<file path="src/rtl/pdh_gpio_cmd.sv">
// Command decoder and config register bank between the PS GPIO word and pdh_core.
// Toggle-strobe handshake: synchronise, settle, execute, acknowledge.
module pdh_gpio_cmd #(
    parameter int NUM_REGS   = 8,
    parameter int REG_WIDTH  = 24,
    parameter int GPIO_WIDTH = 32
) (
    input  logic                          clk,
    input  logic                          rst,
    input  logic [GPIO_WIDTH-1:0]         axi_from_ps_i,
    output logic [GPIO_WIDTH-1:0]         axi_to_ps_o,
    input  logic [REG_WIDTH-1:0]          status_i,
    output logic [NUM_REGS*REG_WIDTH-1:0] cfg_o,
    output logic [NUM_REGS-1:0]           cfg_wr_o
);

    typedef enum logic [2:0] {
        INIT,
        IDLE,
        SETTLE,
        EXEC,
        ACK
    } state_t;

    localparam logic [3:0] ADDR_STATUS = 4'hF;

    state_t                          state_q, state_d;
    logic [GPIO_WIDTH-1:0]           s1_q, s2_q;
    logic [GPIO_WIDTH-1:0]           cap_q, cap_d;
    logic [1:0]                      init_cnt_q, init_cnt_d;
    logic                            last_strobe_q, last_strobe_d;
    logic                            err_q, err_d;
    logic [REG_WIDTH-1:0]            rdata_q, rdata_d;
    logic [GPIO_WIDTH-1:0]           axi_q, axi_d;
    logic [NUM_REGS*REG_WIDTH-1:0]   cfg_q, cfg_d;
    logic [NUM_REGS-1:0]             cfg_wr_q, cfg_wr_d;

    logic                            cap_rw;
    logic [3:0]                      cap_addr;

    assign cap_rw   = cap_q[30];
    assign cap_addr = cap_q[27:24];

    // NOTE: every signal written here gets a default first, so no path can leave
    // it unassigned and infer a latch; blocking '=' is correct in combinational code.
    always_comb begin
        state_d       = state_q;
        cap_d         = cap_q;
        init_cnt_d    = init_cnt_q;
        last_strobe_d = last_strobe_q;
        err_d         = err_q;
        rdata_d       = rdata_q;
        axi_d         = axi_q;
        cfg_d         = cfg_q;
        cfg_wr_d      = '0;

        case (state_q)
            INIT: begin
                // Let the synchroniser fill so a strobe held through reset is not a command.
                if (init_cnt_q == 2'd2) begin
                    last_strobe_d = s2_q[31];
                    state_d       = IDLE;
                end else begin
                    init_cnt_d = init_cnt_q + 2'd1;
                end
            end
            IDLE: begin
                if (s2_q[31] != last_strobe_q) begin
                    cap_d   = s2_q;
                    state_d = SETTLE;
                end
            end
            SETTLE: begin
                if (s2_q == cap_q) begin
                    state_d = EXEC;
                end else begin
                    cap_d = s2_q;
                end
            end
            EXEC: begin
                err_d   = 1'b1;
                rdata_d = '0;
                if (!cap_rw && cap_addr == ADDR_STATUS) begin
                    err_d   = 1'b0;
                    rdata_d = status_i;
                end
                for (int k = 0; k < NUM_REGS; k++) begin
                    if (cap_addr == 4'(k)) begin
                        err_d = 1'b0;
                        if (cap_rw) begin
                            cfg_d[k*REG_WIDTH +: REG_WIDTH] = cap_q[REG_WIDTH-1:0];
                            cfg_wr_d[k]                     = 1'b1;
                            rdata_d                         = cap_q[REG_WIDTH-1:0];
                        end else begin
                            rdata_d = cfg_q[k*REG_WIDTH +: REG_WIDTH];
                        end
                    end
                end
                state_d = ACK;
            end
            ACK: begin
                axi_d         = {cap_q[31], err_q, 2'b00, cap_addr, rdata_q};
                last_strobe_d = cap_q[31];
                state_d       = IDLE;
            end
            default: state_d = INIT;
        endcase
    end

    // NOTE: the register bank is a plain flop vector, so it is cleared by reset
    // like any other state; sequential blocks use non-blocking '<=' only.
    always_ff @(posedge clk) begin
        if (rst) begin
            state_q       <= INIT;
            s1_q          <= '0;
            s2_q          <= '0;
            cap_q         <= '0;
            init_cnt_q    <= '0;
            last_strobe_q <= 1'b0;
            err_q         <= 1'b0;
            rdata_q       <= '0;
            axi_q         <= '0;
            cfg_q         <= '0;
            cfg_wr_q      <= '0;
        end else begin
            state_q       <= state_d;
            s1_q          <= axi_from_ps_i;
            s2_q          <= s1_q;
            cap_q         <= cap_d;
            init_cnt_q    <= init_cnt_d;
            last_strobe_q <= last_strobe_d;
            err_q         <= err_d;
            rdata_q       <= rdata_d;
            axi_q         <= axi_d;
            cfg_q         <= cfg_d;
            cfg_wr_q      <= cfg_wr_d;
        end
    end

    assign axi_to_ps_o = axi_q;
    assign cfg_o       = cfg_q;
    assign cfg_wr_o    = cfg_wr_q;

endmodule

</file>
<file path="config.mk">
export PLATFORM = sky130hd
export DESIGN_NAME = pdh_gpio_cmd
export DESIGN_NICKNAME = d
export VERILOG_FILES = /design/src/rtl/pdh_gpio_cmd.sv
export SDC_FILE = /design/constraint.sdc
export NUM_CORES = 1
export LEC_CHECK = 0
export BUFFER_PORTS_ARGS = -buffer_cell sky130_fd_sc_hd__buf_2
export CORE_MARGIN = 2
export CORE_UTILIZATION = 61
export DETAILED_ROUTE_END_ITERATION = 10
export PLACE_DENSITY = 0.82
export SLEW_MARGIN = 10
export SYNTH_ARGS = -nofsm -noshare
export SYNTH_HDL_FRONTEND = slang
export SYNTH_SLANG_ARGS = --single-unit
</file>
<file path="constraint.sdc">
create_clock -name clk -period 5.7 [get_ports clk]
set_input_delay 0.285 -clock clk [delete_from_list [all_inputs] [get_ports clk]]
set_output_delay 0.285 -clock clk [all_outputs]
set_load 0.02 [all_outputs]
</file>
* Yosys cells after proc, flatten, opt, wreduce, memory -nomap -nowiden
Cells that the tools add are included.
Word-level totals: register bits after elaboration 357, output and inout port bits 232, logic and storage cells 117, bits of input ports 58
Operators by class: equality and inequality tests 19, bitwise operators 10, reductions and logical operators 26, $add $sub $neg 1, multiplexer cells 36
Operator list (number):
- two-way mux 24 bit | 17
- two-way mux 32 bit | 2
- one-hot mux 32 bit (2 select lines) | 1
- equality test 32 bit | 1
- OR reduction 3 bit | 8
- AND reduction 2 bit | 10
- equality test 4 x 3 -> 1 bit (second input constant) | 4
- one-hot mux 3 bit (5 select lines) | 1
- two-way mux 1 bit | 11
- NOT 1 bit | 10
- two-way mux 3 bit | 3
- equality test 4 x 2 -> 1 bit (second input constant) | 2
- != test 2 bit (second input constant) | 4
- equality test 3 x 2 -> 1 bit (second input constant) | 2
- AND reduction 3 bit | 2
- equality test 4 x 1 -> 1 bit (second input constant) | 1
- equality test 4 bit (second input constant) | 1
- logical NOT 4 bit | 1
- nonzero test 2 bit | 2
- equality test 3 x 1 -> 1 bit (second input constant) | 1
- equality test 3 bit (second input constant) | 1
- logical NOT 3 bit | 1
- adder 2 x 1 -> 2 bit (second input constant) | 1
- equality test 2 bit (second input constant) | 1
- 4 further kinds | 4

* Depth between registers and ports, before layout
depth in word-level cells 11, depth in mapped cells 9, mapped depth without buffers 6

* Worst setup path after synthesis
Ideal clock, no wire load.
path type register -> register, start register cap_q[24], end register rdata_q[8], required time 5.578 ns, arrival time 1.788 ns, period minus slack after synthesis 1.910 ns, stages on the path, launching flop included 8, path buffers 2, setup slack 3.790 ns, library setup time 0.122 ns, cell sequence dfxtp_1 > buf_2 > nor4b_2 > buf_2 > mux2_2 > o211ai_1 > a311oi_1 > a221o_1
Between the ends: longest elaborated chain between the ends 11
RTL lines:
- start: declaration | RTL line 29 | logic [GPIO_WIDTH-1:0] cap_q, cap_d;
- start signal: assignment | RTL line 129 | cap_q <= cap_d;
- equality test 4 bit | RTL line 83 | if (!cap_rw && cap_addr == ADDR_STATUS) begin
- logical AND 1 bit | RTL line 83
- two-way mux 24 bit | RTL line 83
- two-way mux 24 bit (7 in series) | RTL line 88 | if (cap_addr == 4'(k)) begin
- two-way mux 24 bit (*) | RTL line 88
- end signal: assignment | RTL line 133 | rdata_q <= rdata_d;
- end: declaration | RTL line 33 | logic [REG_WIDTH-1:0] rdata_q, rdata_d;
Every way passes the cells marked *; elsewhere a longest branch is shown, timed or not. A chain may end at the register's enable or synchronous reset.

* Worst setup path after layout
start register cap_q[30], end register cap_q[28]
Between the ends: longest elaborated chain between the ends 3
RTL lines:
- equality test 32 bit | RTL line 74 | if (s2_q == cap_q) begin
- != test 2 bit (no source line)
- AND reduction 3 bit (no source line)
Every way passes these cells.

==> run summary <==
The run finished with clean final reports. Summing every instance area after synthesis gives 16200 um2. The internal portion of the total power is 0.00423 W. Max-cap violations in this run came to 0. Counting flops and latches in the post-synthesis netlist gives 357. The maximum buffer depth of the clock tree is 3. Most common cell after layout, fill and taps aside: nand2_1. After clock tree synthesis, the setup repair step added 0 buffers. The met1 usage in global routing is 0.547, and the number of DRC markers after the initial detailed-route iteration is 2629.

The number of global-route vias before repair was 14900. The share of the yosys chip area belonging to registers is 0.441. The final clock period utilization by the worst path is 0.593, and the clock sink count is 357. In this run the cell area measured after placement is 17400 um2. After clock tree synthesis, the clock-pin slew on the worst setup and hold paths is 0.06 ns. The logs give 2.32 ns for the minimum setup slack among reg-to-reg paths and 0.00124 W for the switching power. In the layout the commonest cells are nand2_1, dfxtp_1, buf_2. The number of clock buffers added by TritonCTS is 37. The number of distinct library cells after synthesis is 64, and the number of gates resized after CTS is 0.

The run gives 1 as the initial antenna violation count. The worst hold path terminates at s1_q[4]$_SDFF_PP0_. Setup violations remaining at the end of the flow were counted as 0. The global routing stage identified its most utilized layer as met1. The worst register-to-register path has a depth of 7. The layout filler cell count was 2014; the number of top-level pins was 290.

In this run the power density over the cells is 286 nW/um2. The global-route track usage on met2 is 0.541, and the vias after detailed routing is 16700. The clock share of power was 0.484; the total DRC errors in the routed layout was 0.

The endpoint identified for the worst register-to-register timing path is cap_q[28]$_SDFFE_PP0P_. At the end of the flow, the number of nets in the layout was 2266. Share of synthesized flip-flops with an asynchronous set or reset: 0. The congestion estimate from routability-driven global placement came to 0.980. In this run the standard cell core region covers 26100 um2. In this run the horizontal extent of the chip is 167 um. The tools report the sequential power share as 0.471. The met3 track demand over resource in global routing was 0.123; the static leakage power was 7.77 nW.

The count of synthesis-stage warnings from yosys is 0, and the switching power share of the total is 0.227. Setup repair after global routing left no endpoint under its margin. The area of the die is 27900 um2.

The worst supply voltage drop on vdd was 246 uV; the clock skew was 0.0196 ns. Entering global routing, the biggest net connects 106 pins. The total overflow reported by the global router was 0.

The headroom to the max-slew limit was 0.212. CTS placed an instance of clkbuf_16 at the clock tree root. The final period demand of the worst path was 3.38 ns.

The latest clock arrival within the worst-skew pair is 0.54 ns. The tools report the number of hold violations in the final report as 0. Based on the critical path, the design can be clocked at up to 296 MHz. The leading register cell type out of synthesis was dfxtp_1. For the remaining number of nets flagged by the antenna check after routing, the log shows 0.

The worst register-to-register path begins at cap_q[30]$_SDFFE_PP0P_. The combinational fraction of design power is 0.046. The HPWL after detailed placement came out at 37.8 mm. Counting instances, the worst hold path has a depth of 2. The run gives 31 as the number of buffers inserted for hold repair after clock tree synthesis. The type of element launching the critical path was a flop. Counting tap cells, the placed design contains a total of 2472 instances.

The slew at the pin with the worst max-slew slack came out at 1.18 ns. The H-tree was split into 2 levels. The area added between synthesis and finish was 17.7%. The first detailed-routing pass ran for 6 iterations.

The per-instance average area after synthesis is 7.97 um2, and the worst hold margin is 0.00822 ns. The starting density of the core was 0.622; the total inserted antenna cells was 0. For the number of pins exceeding their max-slew limit in the final report, the log shows 0. Final wirelength: 56.9 mm. In this run the core area contains 59 standard-cell rows. At the worst endpoint, the required time is 6.16 ns. Data arrives at the worst endpoint at 3.84 ns. The number of standard cells in the final layout excluding fillers came out at 2569. The count of buffers inserted at the top-level ports was 287.

The logs give 2036 for the count of mapped cells out of synthesis and 86.7 mm for the global-route wire length before repair. After routing, the total negative slack on setup checks comes to 0 ns. The largest fanout on the critical path works out to 94. Start-to-end type of the worst setup path: reg -> reg. Kind of end point of the critical path: a flop. The routed wirelength normalized by instance count works out to 22.1 um. The combined global-route utilization of all metal layers is 0.390, and the number of enable-type register cells in the synthesized netlist is 0. TritonCTS built the clock tree. After routing the design area is 19100 um2. The startpoint identified for the worst hold timing path is axi_from_ps_i[4].

After detailed routing, the number of vias per cell comes to 6.48. The worst hold path class was in -> reg. The fraction of final layout cells sized beyond drive strength 1 was 0.197; the die span in y was 167 um.
[kinds of logic (layout without fill, tap and decap cells)]
| kind of cell | after synthesis | after routing | share of synthesized area |
|---|---|---|---|
| adders and majority gates | 1 | 1 | 0.000771 |
| buffers and inverters | 219 | 416 | 0.0555 |
| DFF | 357 | 357 | 0.441 |
| other | 1 | 2 | 0.000231 |
| AOI/OAI and AO/OA | 545 | 545 | 0.213 |
| muxes | 51 | 51 | 0.0352 |
| and+or+nand+nor | 827 | 827 | 0.235 |
| xor gates and xnor gates | 35 | 35 | 0.0189 |
[critical path: stages, from the launching register on]
cell     delay, ns
dfxtp_4       0.68
buf_4         0.84
xor2_1        0.15
nor4_1        0.22
nand4_1       0.40
buf_4         0.37
or4_1         0.53
nand3_1       0.10
[per-stage QoR]
step / worst slack, ns / util / total power (W)
2_1_floorplan: 3.79 / - / 0.00278
3_3_place_gp: 2.53 / 0.670 / 0.00284
3_5_place_dp: 2.38 / 0.670 / 0.00285
4_1_cts: 2.35 / 0.732 / 0.00544
5_1_grt: 2.06 / 0.732 / 0.00558
6_report: 2.32 / 0.732 / 0.00547
[worst max path at each step]
stage	slack, ns	end	start	depth (start not counted)
after floorplan	3.79	rdata_q[8]$_SDFFE_PP0P_	cap_q[24]$_SDFFE_PP0P_	7
after global placement	2.53	cap_q[9]$_SDFFE_PP0P_	cap_q[30]$_SDFFE_PP0P_	7
after detailed placement	2.38	cap_q[18]$_SDFFE_PP0P_	cap_q[30]$_SDFFE_PP0P_	7
after CTS	2.35	cap_q[28]$_SDFFE_PP0P_	cap_q[30]$_SDFFE_PP0P_	7
after global routing	2.06	cap_q[28]$_SDFFE_PP0P_	cap_q[30]$_SDFFE_PP0P_	7
final	2.32	cap_q[28]$_SDFFE_PP0P_	cap_q[30]$_SDFFE_PP0P_	7
[Yosys cell counts (11+ instances only)]
cell,number,area share
mux2_2,48,0.033
o2111ai_1,32,0.017
a311oi_1,34,0.018
clkbuf_1,150,0.035
nand2b_1,30,0.012
xor2_1,34,0.018
nor4_1,11,0.0042
o211ai_1,22,0.010
dfxtp_1,357,0.44
o21ai_0,51,0.016
a221o_1,19,0.012
nor2_1,60,0.014
nand3_1,46,0.014
o21a_1,16,0.0074
or4_1,33,0.015
a31oi_1,33,0.013
nor3_1,37,0.011
nand2_1,506,0.12
o22ai_1,17,0.0066
nor2b_1,69,0.027
a21oi_1,247,0.076
a21o_1,22,0.010
a32oi_1,23,0.012
buf_2,48,0.015
a22oi_1,11,0.0051
[cell type report]
| cell class | instances | area (um2) | area share |
|---|---|---|---|
| Multi-Input combinational cell | 1461 | 8210 | 0.430 |
| Clock inverter | 10 | 189 | 0.00990 |
| Timing Repair Buffer | 344 | 1950 | 0.102 |
| Sequential cell | 357 | 7150 | 0.375 |
| Inverter | 6 | 22.5 | 0.00118 |
| Clock buffer | 56 | 1140 | 0.0597 |
| Tap cell | 335 | 419 | 0.0220 |
[registers in the layout, summed over array words and instances, names as in the netlist]
name           flops
cfg_o            192
cap_q             32
s1_q              32
s2_q              32
axi_to_ps_o       30
rdata_q           24
cfg_wr_o           8
state_q            3
init_cnt_q         2
err_q              1
last_strobe_q      1
[power by group through the flow]
stage,registers (W),clock network [W],logic [W]
CTS,0.00257,0.00263,0.000240
floorplan,0.00260,0,0.000179
global placement,0.00262,0,0.000217
finish,0.00257,0.00264,0.000250
detailed placement,0.00263,0,0.000224
global route,0.00257,0.00273,0.000268
[metal layers]
metal  wire, um  up-vias  part of all wire
li1           -     7472                 -
met5          0        -                 0
met1      22300     7723              0.39
met3       8410      180              0.15
met2      23200     1284              0.41
met4       2980        0             0.052
Power figures use the tool's default switching activity.
